### src/rtl/mines_pkg.sv
// Shared types and constants for the 4x4 mines game: state codes, board
// geometry and the mine-count clamp applied when a new game starts.
package mines_pkg;

    localparam int BOARD_TILES = 16;
    localparam int IDX_W       = $clog2(BOARD_TILES);
    localparam int CNT_W       = IDX_W + 1;

    typedef enum logic [2:0] {
        S_IDLE   = 3'd0,
        S_PLACE  = 3'd1,
        S_PLAY   = 3'd2,
        S_CHECK  = 3'd3,
        S_LOST   = 3'd4,
        S_WON    = 3'd5,
        S_CASHED = 3'd6
    } state_t;

    // A game needs at least one mine and at least one safe tile.
    function automatic logic [IDX_W-1:0] clamp_mines(input logic [IDX_W-1:0] req);
        logic [CNT_W-1:0] wide;
        wide = {1'b0, req};
        if (wide == '0)
            return IDX_W'(1);
        if (wide > CNT_W'(BOARD_TILES - 1))
            return IDX_W'(BOARD_TILES - 1);
        return req;
    endfunction

endpackage

### src/rtl/key_debouncer.sv
// Active-low key conditioner: 2-FF synchroniser, stable-level debounce counter
// and a one-cycle event on each debounced press (1 -> 0 transition).
module key_debouncer #(
    parameter int STABLE_CYCLES = 250000
) (
    input  logic clk,
    input  logic rst,
    input  logic key_n,
    output logic evt
);

    localparam int CW = $clog2(STABLE_CYCLES + 1);

    logic          sync1;
    logic          sync2;
    logic          level;
    logic [CW-1:0] cnt;

    always_ff @(posedge clk or negedge rst) begin
        if (!rst) begin
            sync1 <= 1'b1;
            sync2 <= 1'b1;
            level <= 1'b1;
            cnt   <= '0;
            evt   <= 1'b0;
        end else begin
            sync1 <= key_n;
            sync2 <= sync1;
            evt   <= 1'b0;
            if (sync2 == level) begin
                cnt <= '0;
            end else if (cnt == CW'(STABLE_CYCLES - 1)) begin
                cnt   <= '0;
                level <= sync2;
                // level differs from sync2 here, so level==1 means a press
                evt   <= level;
            end else begin
                cnt <= cnt + 1'b1;
            end
        end
    end

endmodule

### src/rtl/mines_game_controller.sv
// Game-flow sequencer: conditions the keys, kicks mine placement, tracks
// revealed tiles and decides win / loss / cash-out. All outputs registered.
module mines_game_controller
    import mines_pkg::*;
#(
    parameter int NUM_TILES       = BOARD_TILES,
    parameter int DEBOUNCE_CYCLES = 250000,
    parameter int PLACE_TIMEOUT   = 4096
) (
    input  logic                 clk,
    input  logic                 rst,
    input  logic                 start_n,
    input  logic                 reveal_n,
    input  logic                 cash_out,
    input  logic [IDX_W-1:0]     mine_count,
    input  logic [IDX_W-1:0]     cursor,
    input  logic [NUM_TILES-1:0] mine_map,
    input  logic                 placement_done,
    output logic                 place_start,
    output logic                 tile_reveal,
    output logic [NUM_TILES-1:0] revealed_map,
    output logic                 game_over,
    output logic                 game_won,
    output logic                 cashed,
    output logic                 place_err,
    output logic [2:0]           state_o
);

    localparam int TW = $clog2(PLACE_TIMEOUT + 1);

    logic start_evt;
    logic reveal_evt;
    logic cash_s1;
    logic cash_s2;

    key_debouncer #(.STABLE_CYCLES(DEBOUNCE_CYCLES)) u_start_db (
        .clk   (clk),
        .rst   (rst),
        .key_n (start_n),
        .evt   (start_evt)
    );

    key_debouncer #(.STABLE_CYCLES(DEBOUNCE_CYCLES)) u_reveal_db (
        .clk   (clk),
        .rst   (rst),
        .key_n (reveal_n),
        .evt   (reveal_evt)
    );

    always_ff @(posedge clk or negedge rst) begin
        if (!rst) begin
            cash_s1 <= 1'b0;
            cash_s2 <= 1'b0;
        end else begin
            cash_s1 <= cash_out;
            cash_s2 <= cash_s1;
        end
    end

    state_t               state_q, state_d;
    logic [IDX_W-1:0]     idx_q, idx_d;
    logic [IDX_W-1:0]     mines_q, mines_d;
    logic [CNT_W-1:0]     safe_q, safe_d;
    logic [TW-1:0]        timer_q, timer_d;
    logic [NUM_TILES-1:0] revealed_d;
    logic                 place_start_d, tile_reveal_d;
    logic                 game_over_d, game_won_d, cashed_d, place_err_d;
    logic [CNT_W-1:0]     target;
    logic [CNT_W-1:0]     safe_inc;

    assign target   = CNT_W'(NUM_TILES) - {1'b0, mines_q};
    assign safe_inc = safe_q + 1'b1;
    assign state_o  = state_q;

    always_comb begin
        state_d       = state_q;
        idx_d         = idx_q;
        mines_d       = mines_q;
        safe_d        = safe_q;
        timer_d       = timer_q;
        revealed_d    = revealed_map;
        place_start_d = 1'b0;
        tile_reveal_d = 1'b0;
        game_over_d   = game_over;
        game_won_d    = game_won;
        cashed_d      = cashed;
        place_err_d   = place_err;

        unique case (state_q)
            S_IDLE, S_LOST, S_WON, S_CASHED: begin
                if (start_evt) begin
                    state_d       = S_PLACE;
                    place_start_d = 1'b1;
                    mines_d       = clamp_mines(mine_count);
                    revealed_d    = '0;
                    safe_d        = '0;
                    timer_d       = '0;
                    game_over_d   = 1'b0;
                    game_won_d    = 1'b0;
                    cashed_d      = 1'b0;
                    place_err_d   = 1'b0;
                end
            end
            S_PLACE: begin
                if (placement_done) begin
                    state_d = S_PLAY;
                end else if (timer_q == TW'(PLACE_TIMEOUT - 1)) begin
                    state_d     = S_IDLE;
                    place_err_d = 1'b1;
                end else begin
                    timer_d = timer_q + 1'b1;
                end
            end
            S_PLAY: begin
                // A reveal of a fresh tile takes priority; cash is seen again next cycle.
                if (reveal_evt && !revealed_map[cursor]) begin
                    state_d = S_CHECK;
                    idx_d   = cursor;
                end else if (cash_s2 && (safe_q != '0)) begin
                    state_d  = S_CASHED;
                    cashed_d = 1'b1;
                end
            end
            S_CHECK: begin
                revealed_d[idx_q] = 1'b1;
                if (mine_map[idx_q]) begin
                    state_d     = S_LOST;
                    game_over_d = 1'b1;
                end else begin
                    tile_reveal_d = 1'b1;
                    safe_d        = safe_inc;
                    if (safe_inc == target) begin
                        state_d    = S_WON;
                        game_won_d = 1'b1;
                    end else begin
                        state_d = S_PLAY;
                    end
                end
            end
            default: state_d = S_IDLE;
        endcase
    end

    always_ff @(posedge clk or negedge rst) begin
        if (!rst) begin
            state_q      <= S_IDLE;
            idx_q        <= '0;
            mines_q      <= '0;
            safe_q       <= '0;
            timer_q      <= '0;
            revealed_map <= '0;
            place_start  <= 1'b0;
            tile_reveal  <= 1'b0;
            game_over    <= 1'b0;
            game_won     <= 1'b0;
            cashed       <= 1'b0;
            place_err    <= 1'b0;
        end else begin
            state_q      <= state_d;
            idx_q        <= idx_d;
            mines_q      <= mines_d;
            safe_q       <= safe_d;
            timer_q      <= timer_d;
            revealed_map <= revealed_d;
            place_start  <= place_start_d;
            tile_reveal  <= tile_reveal_d;
            game_over    <= game_over_d;
            game_won     <= game_won_d;
            cashed       <= cashed_d;
            place_err    <= place_err_d;
        end
    end

endmodule

### config.mk
export PLATFORM = sky130hd
export DESIGN_NAME = mines_game_controller
export DESIGN_NICKNAME = d
export VERILOG_FILES = /design/src/rtl/mines_pkg.sv /design/src/rtl/key_debouncer.sv /design/src/rtl/mines_game_controller.sv
export SDC_FILE = /design/constraint.sdc
export NUM_CORES = 1
export LEC_CHECK = 0
export ABC_AREA = 1
export CAP_MARGIN = 10
export CORE_MARGIN = 5
export CORE_UTILIZATION = 34
export CTS_CLUSTER_SIZE = 10
export DETAILED_ROUTE_END_ITERATION = 8
export GPL_ROUTABILITY_DRIVEN = 1
export MAX_ROUTING_LAYER = met4
export PLACE_DENSITY = 0.52
export SETUP_SLACK_MARGIN = 0.2
export SLEW_MARGIN = 20
export SYNTH_ARGS = -nofsm -noshare
export SYNTH_HDL_FRONTEND = slang
export SYNTH_SLANG_ARGS = --single-unit
### constraint.sdc
create_clock -name clk -period 2.5 [get_ports clk]
set_clock_uncertainty 0.1 [all_clocks]
set_input_delay 0.5 -clock clk [delete_from_list [all_inputs] [get_ports clk]]
set_output_delay 0.5 -clock clk [all_outputs]
set_load 0.05 [all_outputs]
Yosys cells after proc, flatten, opt, wreduce, memory -nomap -nowiden
Index checks and enable logic that the tools add are counted.

storage, ports and cells
  output and inout port bits = 25
  register bits after elaboration = 97

operators by class
  muxes and demuxes = 52
  bitwise logic cells = 3
  reductions and logical operators = 23
  equal/unequal tests = 23
  add/sub/neg operators = 5
  $lt $le $gt $ge = 3

operators by type and width
  kind                     count
  $mux W18                 4
  $mux W13                 3
  $add A18 B1 Y18 const B  2
  $eq A18 B18 Y1 const B   2
  $pmux W16 S2             1
  $pmux W13 S2             1
  $mux W1                  22
  $mux W3                  7
  $mux W16                 1
  $ne A2 B2 Y1 const B     8
  $or A16 B16 Y16          1
  $reduce_and A4 Y1        4
  $add A13 B1 Y13 const B  1
  $eq A13 B12 Y1 const B   1
  $pmux W3 S4              1
  $lt A4 B5 Y1 const B     2
  $mux W5                  2
  $pmux W5 S2              1
  $reduce_and A2 Y1        5
  $eq A3 B3 Y1 const B     3
  $reduce_and A3 Y1        3
  $bmux W1 S4              2
  $mux W4                  2
  $pmux W1 S2              4
  18 further kinds         26

Longest topological paths before layout
Gate-level depths: netlist (run 1).

  word-level depth = 6
  gate-level depth with buffers = 15

Cells and area by module
Synthesis (run 1) repeated with hierarchy kept, for this count alone.

unflattened totals
  cell total of the unflattened synthesis = 723
  area total of the unflattened synthesis = 5444.0 µm²

modules (own cells, without submodules)
  module                        sequential area each (µm²)  instances  cells an instance  area each (µm²)
  mines_game_controller         1326.3                      1          435                3095.5
  key_debouncer at u_reveal_db  554.3                       1          149                1183.6
  key_debouncer at u_start_db   554.3                       1          139                1164.9

Least setup slack after synthesis (run 1)
No wires, ideal clock.

  path type = flip-flop to flip-flop
  from = reg state_q[0], in the netlist state_o[0]
  to = reg timer_q[12]
  library setup time = 118 ps
  buffers on the path = 0
  slack = 579 ps
  arrival = 1703 ps
  stages on the path, launching flop included = 11
  cells stage by stage = dfrtp_1 -> inv_2 -> a21oi_2 -> nor2_2 -> nand2_1 -> nand2_1 -> inv_2 -> nand2_2 -> nor2_4 -> inv_2 -> a21o_1

on the way
  cells in the longest elaborated chain, start to end = 4

RTL lines
  element                                                                     line                          RTL
  start, declared                                                             mines_game_controller.sv:60   state_t state_q, state_d;
  start signal, assigned                                                      mines_game_controller.sv:159  state_q <= state_d;
  $eq A3 B3 Y1 / $logic_not A3 Y1 (equally long branches)                     mines_game_controller.sv:89   unique case (state_q)
  $reduce_or A4 Y1                                                            mines_game_controller.sv:89
  $ne A2 B1 Y1 (no source line) / $reduce_bool A2 Y1 (equally long branches)  n/a
  $reduce_and A4 Y1 (no source line)                                          n/a
  end signal, assigned                                                        mines_game_controller.sv:163  timer_q <= timer_d;
  end, declared                                                               mines_game_controller.sv:64   logic [TW-1:0] timer_q, timer_d;

Several ways; a longest one is shown, not always the timed one.
A chain may end at the register's enable or synchronous reset.

Worst setup path after layout (run 1)
  from = reg state_q[0], in the netlist state_o[0]
  to = out state_o[0]

RTL lines
  element        line                         RTL
  end, declared  mines_game_controller.sv:26  output logic [2:0] state_o

No word-level cell between the ends.

==> flow_metrics.py, run 1 <==
metrics = {
    "layout": {
        "syn_to_final_growth_pct": 20.2,
        "diodes": 0,
        "fin_util_pct": 41.5,
        "fin_nets": 787,
        "layout-drive-gt1-share_pct": 6.88,
    },
    "detailed_routing": {
        "firstDrtPassIters": 4,
        "wl_um": 12000,
        "wl_per_cell_um": 12.7,
        "drc": 0,
        "drt_iter0_markers": 193,
        "vias_per_cell": 4.75,
        "vias": 4484,
        "antenna_left": 0,
    },
    "die": {
        "die_x_um": 134,
        "dieArea_sq_um": 17900,
        "ios": 55,
        "die_h_um": 134,
        "rows": 45,
        "core_area_sq_um": 15100,
        "initial_utilization_pct": 34.5,
    },
    "clock_tree": {
        "cts_inserted_buffers": 9,
        "clkLatencyLatePin_ns": 0.34,
        "cts_root_buf": "clkbuf_16",
        "cts_tree": "yes",
        "cts.sinks": 97,
        "postCtsHoldBufs": 0,
        "cts_htree_levels": 3,
        "post_cts_buffers": 0,
        "cts_buffer_depth": 2,
        "clk_pin_slew_worst_paths_ns": 0.07,
    },
    "placement": {
        "io_buffers": 54,
        "gp_congestion": 0.904,
        "hpwl_um": 8750,
    },
    "synthesis": {
        "syn_nets": 724,
        "ys_top_cells_by_count": "187 x nand2_1, 107 x inv_1, 91 x dfrtp_1, 69 x nor2_1, 50 x nand3_1",
        "synth_seq_cells": 97,
        "postSynthCellCount": 688,
        "syn_area_sq_um": 5210,
        "synth_top_cell_by_area": "dfrtp_1",
        "ys_async_sr_fraction_pct": 100,
        "synth_ff_type": "dfrtp_1",
        "synth_warnings": 0,
        "synth_edf_count": 0,
        "ys_types": 41,
        "synth.avg_cell_area_sq_um": 7.57,
        "yosysSeqAreaShare_pct": 46.7,
        "synth_area_leaders": "dfrtp_1 44%, nand2_1 13%, inv_1 7.7%",
        "post-synth-top-count-cell": "nand2_1",
        "yosysTopAreaCellShare_pct": 43.7,
    },
    "grt": {
        "grt_pass1_wl_um": 20400,
        "grt_pass1_vias": 4299,
        "gr-total-overflow": 0,
        "track_usage_pct": 14.2,
        "antenna_found_initial": 0,
        "grt_max_degree": 98,
    },
    "sta": {
        "slew_viol_final": 0,
        "slew_headroom_pct": 60.8,
        "finalCritPeriodShare_pct": 89.9,
        "max_clock_freq_mhz": 445,
        "tightest_slew_ns": 0.586,
        "setup_violations": 0,
        "whs_ns": 0.116,
        "hold_violations": 0,
        "min_period_ns": 2.25,
        "setup_tns_ns": 0,
        "rsz0062_at_grt": "no",
    },
    "worst_setup_path": {
        "critPathSlowestCell": "clkdlybuf4s50_1",
        "slowest_delay_ns": 0.85,
        "worstSetupPathType": "flip-flop to primary output",
        "start_kind": "flip-flop",
        "crit_buf_inv": 1,
        "worstSetupEndpointType": "primary output",
        "worstPathRequired_ns": 1.90,
        "crit_chain": "clkdlybuf4s50_1",
        "crit_path_max_fanout": 4,
        "arrival_ns": 1.65,
        "path_delay_family": "buffers and inverters",
    },
    "run_status": {
        "status": "finished, final reports clean",
    },
    "power": {
        "p_leak_nw": 3.00,
        "power_density_nw_per_um2": 479,
        "ir_drop_mv": 0.281,
    },
    "job": {
        "drv_cap": 0,
    },
    "hold_path": {
        "hp-class": "primary input to async pin",
    },
}
-- power breakdown --
part	switching, mW	total [mW]	internal [mW]
combinational	0.0781	0.143	0.0647
sequential	0.00773	1.59	1.58
clock	0.562	1.26	0.703
total	0.647	3.00	2.35
-- timing repair --
item / in CTS / in global routing
pin swaps: 0 / 0
gates resized for setup: 1 / 2
setup endpoints to repair: 1 / 6
-- layer usage --
layer | track usage [%] | part of all wire (%) | vias to the layer above
met5 | - | 0 | -
li1 | - | - | 2303
met1 | 19.4 | 50 | 2060
met4 | 5.60 | 2.2 | 0
met3 | 2.18 | 4.4 | 16
met2 | 21.3 | 44 | 105
-- per-stage QoR --
| stage | total power, mW | setup WS [ns] | cells | cell area (sq um) |
|---|---|---|---|---|
| after CTS | 3.06 | 0.221 | 944 | 6250 |
| after floorplan | 1.67 | 0.579 | 688 | 5210 |
| after global routing | 3.14 | 0.206 | 944 | 6260 |
| after detailed placement | 1.77 | 0.220 | 928 | 5990 |
| after global placement | 1.77 | 0.278 | 928 | 5990 |
| final | 3.00 | 0.253 | 944 | 6260 |
-- placed cells by master (no fill, tap or decap), types with 2 or more instances in the layout --
cell type          n
clkbuf_1           5
o21ai_0           34
dfstp_2            6
nor3_1            12
nand3_1           50
a21oi_1           20
dfrtp_1           91
nor4_1             6
ha_1               6
nor2_1            69
and3_1             3
inv_1            107
or2_2              2
xor2_1            14
nand2_1          187
nor3_4             3
buf_4              4
o21ai_1           12
clkbuf_16          9
a31oi_1            2
xnor2_1            5
nor3b_1            2
nand4_1           15
nor3_2             3
inv_2             10
clkdlybuf4s50_1   51
nor2_4             3
nor2_2             2
nand2_2            3
-- kinds of logic (layout without fill, tap and decap cells) --
| logic type | Yosys count | after routing | synth area share, % |
|---|---|---|---|
| buffers and inverters | 123 | 191 | 9.13 |
| multiplexers | 1 | 1 | 0.192 |
| flip-flops | 97 | 97 | 46.7 |
| XOR/XNOR | 19 | 19 | 3.19 |
| AND/OR/NAND/NOR | 365 | 365 | 31.4 |
| AO/OA/AOI/OAI | 77 | 77 | 7.90 |
| adder cells (fa/ha/maj) | 6 | 6 | 1.44 |
-- flip-flops by register name, indices dropped and copies added, names as in the netlist, 3 cells and up --
signal	cells
revealed_map	16
safe_q	5
timer_q	13
u_start_db.cnt	18
state_o	3
u_reveal_db.cnt	18
idx_q	4
mines_q	4
-- area by class of cell --
cell class                      count  area, sq um
Clock buffer                       15          258
Clock inverter                      1         5.00
Fill cell                        1539         8830
Inverter                          117          439
Multi-Input combinational cell    468         2300
Sequential cell                    97         2430
Tap cell                          188          235
Timing Repair Buffer               58          582
-- worst paths after layout --
path / startpoint / endpoint / slack (ns) / depth (start not counted)
min reg2reg: u_reveal_db.sync1$_DFF_PN1_ / u_reveal_db.sync2$_DFF_PN1_ / 0.25 / 0
min: rst / u_reveal_db.cnt[4]$_DFF_PN0_ / 0.12 / 2
max: state_o[0]$_DFFE_PN0P_ / state_o[0] / 0.25 / 1
max reg2reg: timer_q[0]$_DFFE_PN0P_ / timer_q[3]$_DFFE_PN0P_ / 0.38 / 11
max in group asynchronous: rst / u_start_db.level$_DFFE_PN1P_ / 1.79 / 2
min in group clk: u_reveal_db.sync1$_DFF_PN1_ / u_reveal_db.sync2$_DFF_PN1_ / 0.25 / 0
Note: power is estimated with default switching activity, not from simulation.
==> run 2, diff against run 1 <==
--- a/config.mk
+++ b/config.mk
@@ -14,6 +14,7 @@
 export GPL_ROUTABILITY_DRIVEN = 1
 export MAX_ROUTING_LAYER = met4
 export PLACE_DENSITY = 0.52
+export REMOVE_ABC_BUFFERS = 1
 export SETUP_SLACK_MARGIN = 0.2
 export SLEW_MARGIN = 20
 export SYNTH_ARGS = -nofsm -noshare
==> run 2 against run 1 <==
Sequential share of layout area decreased by 0.28 points. First-iteration DRC count rose by 33%. Critical path depth did not move. Non-clock buffer count is 2 higher. Power is 4.6% higher. Via count is 0.51% lower. Cell area rose by 0.78%. Register-to-register slack is essentially flat. Critical path type unchanged.
==> flow_metrics.py, run 2 (synthesized netlist as in run 1, its figures left out) <==
metrics = {
    "detailed_routing": {
        "drt_iter0_markers": 256,
        "wl_per_cell_um": 12.7,
        "drc": 0,
        "vias_per_cell": 4.72,
        "antenna_left": 0,
        "wl_um": 12000,
        "firstDrtPassIters": 5,
        "vias": 4461,
    },
    "grt": {
        "grt_pass1_vias": 4407,
        "grt_max_degree": 53,
        "grt_util_met3_pct": 2.44,
        "use_met2_pct": 23.2,
        "gr-total-overflow": 0,
        "antenna_found_initial": 0,
        "top_usage_layer": "met2",
        "grt_pass1_wl_um": 20700,
        "use_met1_pct": 18.5,
        "track_usage_pct": 14.6,
    },
    "clock_tree": {
        "clkLatencyLatePin_ns": 0.35,
        "cts_tree": "yes",
        "cts_buffer_depth": 2,
        "post_cts_buffers": 0,
        "cts_root_buf": "clkbuf_16",
        "cts_inserted_buffers": 9,
        "cts.sinks": 97,
        "clk_pin_slew_worst_paths_ns": 0.07,
        "cts_htree_levels": 3,
    },
    "placement": {
        "placed_cells": 929,
        "hpwl_um": 8990,
        "io_buffers": 54,
        "gp_congestion": 0.938,
        "dp_slack_ns": 0.192,
        "dpl_cell_area_sq_um": 6000,
    },
    "worst_setup_path": {
        "start_kind": "flip-flop",
        "worstSetupPathType": "flip-flop to primary output",
        "crit_buf_inv": 1,
        "critPathSlowestCell": "clkdlybuf4s50_1",
        "worstSetupEndpointType": "primary output",
        "crit_path_max_fanout": 3,
        "slowest_delay_ns": 0.82,
        "path_delay_family": "buffers and inverters",
        "arrival_ns": 1.58,
        "crit_chain": "clkdlybuf4s50_1",
        "worstPathRequired_ns": 1.90,
    },
    "layout": {
        "final_common_cell": "nand2_1",
        "final_cell_area_sq_um": 6310,
        "fin_util_pct": 41.8,
        "final_cell_mix": "187 x nand2_1, 107 x inv_1, 90 x dfrtp_1, 69 x nor2_1",
        "layout-drive-gt1-share_pct": 7.65,
        "reg.largest.list": "u_reveal_db.cnt: 18 flops, u_start_db.cnt: 18 flops, revealed_map: 16 flops",
        "fillers": 1515,
        "syn_to_final_growth_pct": 21.1,
        "fin_nets": 789,
        "final_cells": 946,
        "multi_input_comb_area_sq_um": 2300,
        "final-seq-area_sq_um": 2440,
        "diodes": 0,
    },
    "sta": {
        "hold_violations": 0,
        "setup_tns_ns": 0,
        "min_period_ns": 2.18,
        "tightest_slew_ns": 0.598,
        "slew_viol_final": 0,
        "max_clock_freq_mhz": 459,
        "whs_ns": 0.255,
        "finalCritPeriodShare_pct": 87.1,
        "setup_violations": 0,
        "setup_ws_ns": 0.323,
        "rsz0062_at_grt": "no",
        "slew_headroom_pct": 60.0,
    },
    "die": {
        "initial_utilization_pct": 34.5,
        "die_h_um": 134,
        "ios": 55,
        "dieArea_sq_um": 17900,
        "die_x_um": 134,
        "core_area_sq_um": 15100,
        "rows": 45,
    },
    "hold_path": {
        "hp-class": "flip-flop to flip-flop",
    },
    "power": {
        "power.switching_mw": 0.690,
        "clkPwrFrac_pct": 44.6,
        "power_density_nw_per_um2": 497,
        "p_leak_nw": 3.04,
        "netSwitchingFraction_pct": 22.0,
        "combPwrFrac_pct": 4.7,
        "total_power_mw": 3.14,
        "seqPwrFrac_pct": 50.7,
        "p_int_mw": 2.45,
        "ir_drop_mv": 0.258,
    },
    "job": {
        "drv_cap": 0,
    },
    "run_status": {
        "status": "finished, final reports clean",
    },
}
run 2: power groups by stage:
stage               registers (mW)  logic [mW]  clock network (mW)
detailed placement            1.62       0.148                   0
global placement              1.62       0.145                   0
global route                  1.59       0.166                1.50
finish                        1.59       0.147                1.40
CTS                           1.59       0.150                1.45
floorplan                     1.62      0.0461                   0
run 2: layout make-up:
type	instances	share of cell area, %
timing repair buffer	60	9.54
tap	188	3.73
sequential	97	38.6
inverter	117	6.96
clock inverter	6	0.913
clock buffer	10	3.79
multi-input combinational	468	36.4
run 2: path summary, 6_finish.rpt:
kind                                                   from                           end  slack, ns  cells past startpoint
worst max-delay path            revealed_map[3]$_DFFE_PN0P_               revealed_map[3]       0.32                      1
worst min-delay path                      cash_s1$_DFF_PN0_             cash_s2$_DFF_PN0_       0.25                      0
worst max register to register       timer_q[0]$_DFFE_PN0P_        state_o[2]$_DFFE_PN0P_       0.38                     11
worst min register to register            cash_s1$_DFF_PN0_             cash_s2$_DFF_PN0_       0.25                      0
max in group asynchronous                               rst    u_start_db.sync2$_DFF_PN1_       1.15                      3
min in group asynchronous                               rst  u_reveal_db.cnt[3]$_DFF_PN0_       0.48                      2
run 2: what timing repair did:
item,4_1_cts,5_1_grt
resized for setup,1,3
hold buffers,1,0
setup endpoints to repair,1,3
endpoints found under the hold margin,20,0
run 2: routing by layer:
metal / vias up / share of wire (%)
met5: - / 0
met4: 0 / 1.8
met3: 17 / 4.2
met2: 96 / 47
met1: 2049 / 47
li1: 2299 / -
==> variant 1 (flow settings as in run 2) <==
`PLACE_TIMEOUT`: 4096 -> 2048.
--- a/src/rtl/mines_game_controller.sv
+++ b/src/rtl/mines_game_controller.sv
@@ -6,5 +6,5 @@
     parameter int NUM_TILES       = BOARD_TILES,
     parameter int DEBOUNCE_CYCLES = 250000,
-    parameter int PLACE_TIMEOUT   = 4096
+    parameter int PLACE_TIMEOUT   = 2048
 ) (
     input  logic                 clk,
Function: same outputs for any inputs over 10 cycles, from zero or initial values and one cycle with rst low; that may be too few to reach the edited logic, so the function may still have changed.
==> variant 1 against run 2 <==
Area after synthesis decreased by 0.41%. Largest cell class unchanged. Worst setup slack worse by 0.0066 ns. Sequential cell count down 1. Die area shrank 0.38%. Worst hold slack better by 0.0044 ns. Power up 3.6%. Routed wire length rose by 1.9%. Clock power increased by 9%. Maximum frequency down 0.30%. Final area barely moved. Synthesized cell count decreased by 1.0%.
==> variant 1: results (changes against run 2) <==
The run gives 0.1479 (was 0.1459) as the overall track demand over capacity in global routing. The beginning of the critical path was revealed_map[0]$_DFFE_PN0P_ (was revealed_map[3]$_DFFE_PN0P_). The capturing instance or port of the critical path was revealed_map[0] (was revealed_map[3]). Met3 routing resource usage after global routing: 0.02228 (was 0.02438). The minimum hold slack came out at 0.2589 ns (was 0.2545 ns). The worst-case headroom to the max-slew limit was 0.6088 (was 0.6000). Routed wire length: 12.22 mm (was 11.99 mm).

The tools report the pre-CTS worst setup slack as 0.1232 ns (was 0.1923 ns). Met2 wire length: 5.575 mm (was 5.579 mm). The instance count of the mapped netlist is 681 (was 688), and the die boundary width is 133.5 µm (was 133.8 µm).

The total routed wire length on the met1 layer was 5.833 mm (was 5.692 mm). The startpoint of the worst hold path was u_start_db.sync1$_DFF_PN1_ (was cash_s1$_DFF_PN0_). The met1 track utilization from global routing came out at 0.1865 (was 0.1851). Most used standard cells in the synthesized netlist: 184 x nand2_1, 111 x inv_1, 90 x dfrtp_1, 60 x nor2_1, 53 x nand3_1 (was 187 x nand2_1, 107 x inv_1, 91 x dfrtp_1, 69 x nor2_1, 50 x nand3_1). Number of clock sinks: 96 (was 97). Sequential element share of the synthesized area: 0.4645 (was 0.4675). For the total placed instance area, the log shows 5966 µm² (was 5996 µm²). The total instance count after detailed placement was 921 (was 929); the layout multi-input combinational cell count was 461 (was 468). The clock share of power was 0.470 (was 0.446); the count of non-CTS inverters in the layout was 116 (was 117).

The multi-input gate share of the layout cell area was 0.3631 (was 0.3644); the global-route wire length before repair was 20.78 mm (was 20.73 mm). The fraction of layout instances using a drive strength above 1 is 0.07867 (was 0.07652), and the count of clock buffers in the final design is 9 (was 10). The run gives 56 (was 53) as the pin count of the biggest net entering global routing. The final routed wire length divided by cell count is 13.03 µm (was 12.68 µm), and the detailed placement HPWL is 9.268 mm (was 8.991 mm). The tools report the number of search-and-repair iterations in the first detailed-routing pass as 4 (was 5). The met3 wire length came out at 491 µm (was 508 µm).

The end of the worst register-to-register path is timer_q[0]$_DFFE_PN0P_ (was state_o[2]$_DFFE_PN0P_). The worst path setup slack after routing was 0.3160 ns (was 0.3226 ns). The end of the worst hold path was u_start_db.sync2$_DFF_PN1_ (was cash_s2$_DFF_PN0_).

The DRC marker count from the first detailed-route iteration is 276 (was 256), and the placer's final routability congestion estimate is 0.8924 (was 0.9378). The flow ran to the end, and the final reports show no timing, DRC or antenna violations.
==> variant 1: changes by cell type after synthesis, moves of 4 or more <==
cell	delta
nor4_1	-4
o21ai_1	-9
nor2_1	-9
inv_2	-5
nor3_1	+5
o21ai_2	+7
inv_1	+4
o21ai_0	+7
==> variant 1: what timing repair did <==
| item | 4_1_cts | 5_1_grt |
|---|---|---|
| gates resized for setup | 2 | 2 |
| hold buffers | 1 | 0 |
| endpoints found under the setup margin | 2 | 3 |
| endpoints found under the hold margin | 19 | 0 |
==> variant 1: logic make-up (layout without fill, tap and decap cells) <==
logic type / count (synthesis) / count (layout) / synth area share
xor+xnor: 20 / 20 / 0.03377
mux: 1 / 1 / 0.001930
simple gates: 357 / 357 / 0.3097
fa+ha+maj: 6 / 6 / 0.01447
buf+inv: 124 / 193 / 0.09407
flops: 96 / 96 / 0.4645
compound gates: 77 / 77 / 0.08153
==> variant 2 (settings of run 2) <==
Without the edit above. The output `place_start` loses its register stage (`place_start` becomes a continuous assignment).
--- a/src/rtl/mines_game_controller.sv
+++ b/src/rtl/mines_game_controller.sv
@@ -150,5 +150,4 @@
             timer_q      <= '0;
             revealed_map <= '0;
-            place_start  <= 1'b0;
             tile_reveal  <= 1'b0;
             game_over    <= 1'b0;
@@ -163,5 +162,4 @@
             timer_q      <= timer_d;
             revealed_map <= revealed_d;
-            place_start  <= place_start_d;
             tile_reveal  <= tile_reveal_d;
             game_over    <= game_over_d;
@@ -172,4 +170,6 @@
     end
 
+    assign place_start = place_start_d;
+
 endmodule
 
Behaviour: no difference found for any inputs over 10 cycles, from zero or initial values and one cycle with rst low; that may be too few to reach the edited logic, so the function may still have changed.
==> variant 2 against run 2 <==
Area after synthesis decreased by 0.48%. Power rose by 0.40%. Final area increased by 0.30%. Routed wire length down 0.31%. Count of clock-buffer cells in the layout stayed put. Maximum frequency decreased by 0.50%. Sequential cell count down 1. Worst setup slack got worse by 0.011 ns. Register-to-register slack improved by 0.04 ns. Final cell count increased by 0.11%. Core utilization grew 0.12 points. Critical path type unchanged. Largest power group unchanged.
==> variant 2: results (changes against run 2) <==
Met1 track utilization from global routing: 0.1856 (was 0.1851). The tools report the leakage power of the design as 0.003048 µW (was 0.003041 µW). Number of nets in the finished design: 790 (was 789). The register-to-register path setup slack is 0.42 ns (was 0.38 ns), and the number of distinct standard cells referenced by the synthesized netlist is 41 (unchanged).

The overall track demand over capacity in global routing came out at 0.1482 (was 0.1459). Leading register cell type out of synthesis: dfrtp_1 (unchanged). The async set or reset register ratio after synthesis is 1.000 (unchanged). The run finished with clean final reports. For the number of search-and-repair iterations in the first detailed-routing pass, the log shows 4 (was 5). The number of global-route vias before repair was 4561 (was 4407); the worst-case headroom to the max-slew limit was 0.6210 (was 0.6000). Final routed wire length divided by cell count: 12.62 µm (was 12.68 µm). The end of the worst hold path is u_start_db.sync2$_DFF_PN1_ (was cash_s2$_DFF_PN0_). The tools report the met3 routing resource usage after global routing as 0.04418 (was 0.02438). The run gives 0.2334 (was 0.2316) as the met2 usage in global routing.

Area contributors post-synth: dfrtp_1 43%, nand2_1 14%, inv_1 7.7% (was dfrtp_1 44%, nand2_1 13%, inv_1 7.7%). The H-tree depth was 3 (unchanged); the pin count of the biggest net entering global routing was 39 (was 53). The number of filler instances in the final layout was 1504 (was 1515); the minimum hold slack was 0.2572 ns (was 0.2545 ns). For the detailed placement HPWL, the log shows 9.052 mm (was 8.991 mm). Most used standard cells in the synthesized netlist: 187 x nand2_1, 107 x inv_1, 90 x dfrtp_1, 69 x nor2_1, 50 x nand3_1 (was 187 x nand2_1, 107 x inv_1, 91 x dfrtp_1, 69 x nor2_1, 50 x nand3_1). The run gives 0.8938 (was 0.9378) as the placer's final routability congestion estimate. The number of gates resized after CTS was 2 (was 1). The worst IR drop on VDD was 0.3523 mV (was 0.2584 mV); the post-CTS setup buffer count was 1 (was 0). The number of cells on the worst hold path is 0 (unchanged). The end of the worst register-to-register path is timer_q[7]$_DFFE_PN0P_ (was state_o[2]$_DFFE_PN0P_).

The fraction of layout instances using a drive strength above 1 is 0.07905 (was 0.07652), and the DRC marker count from the first detailed-route iteration is 295 (was 256). The run gives 21.07 mm (was 20.73 mm) as the global-route wire length before repair. The startpoint of the worst hold path is u_start_db.sync1$_DFF_PN1_ (was cash_s1$_DFF_PN0_).

The tools report the via count as 4506 (was 4461).
==> variant 2: cell count changes after synthesis <==
cell | before | now
dfrtp_1 | 91 | 90
==> variant 2: kinds of logic (layout without fill, tap and decap cells) <==
kind of cell,after synthesis,after routing,share of synthesized area
XOR/XNOR,19,19,0.03210
multiplexers,1,1,0.001931
adder cells (fa/ha/maj),6,6,0.01448
AND/OR/NAND/NOR,365,365,0.3155
AO/OA/AOI/OAI,77,77,0.07942
buffers and inverters,123,195,0.09172
flip-flops,96,96,0.4649
==> variant 2: through the flow <==
stage	worst slack (ns)	cells	util	cell area, µm²	power [µW]
after global routing	0.2186	947	0.4192	6326	3301
after floorplan	0.2366	681	-	5147	1649
after detailed placement	0.1633	929	0.3977	6001	1754
after CTS	0.2083	947	0.4189	6321	3220
final	0.3117	947	0.4192	6326	3150
after global placement	0.2422	929	0.3977	6001	1752
==> variant 2: layout make-up <==
| class | instances | share of cell area |
|---|---|---|
| Clock buffer | 10 | 0.03619 |
| Clock inverter | 6 | 0.01167 |
| Inverter | 117 | 0.06942 |
| Multi-Input combinational cell | 468 | 0.3633 |
| Sequential cell | 96 | 0.3811 |
| Tap cell | 188 | 0.03718 |
| Timing Repair Buffer | 62 | 0.1011 |
==> variant 2: power breakdown <==
part / switching, µW / leakage [µW] / internal, µW
Combinational: 78.6 / 0.00166 / 68.8
Sequential: 7.40 / 0.00124 / 1570
Clock: 635 / 0.000148 / 793
==> variant 2: routing by layer <==
layer | part of all wire | wire [µm] | up-vias
met1 | 0.47 | 5585 | 2095
met5 | 0 | 0 | -
met3 | 0.050 | 601 | 12
met2 | 0.47 | 5620 | 85
met4 | 0.012 | 147 | 0
li1 | - | - | 2314
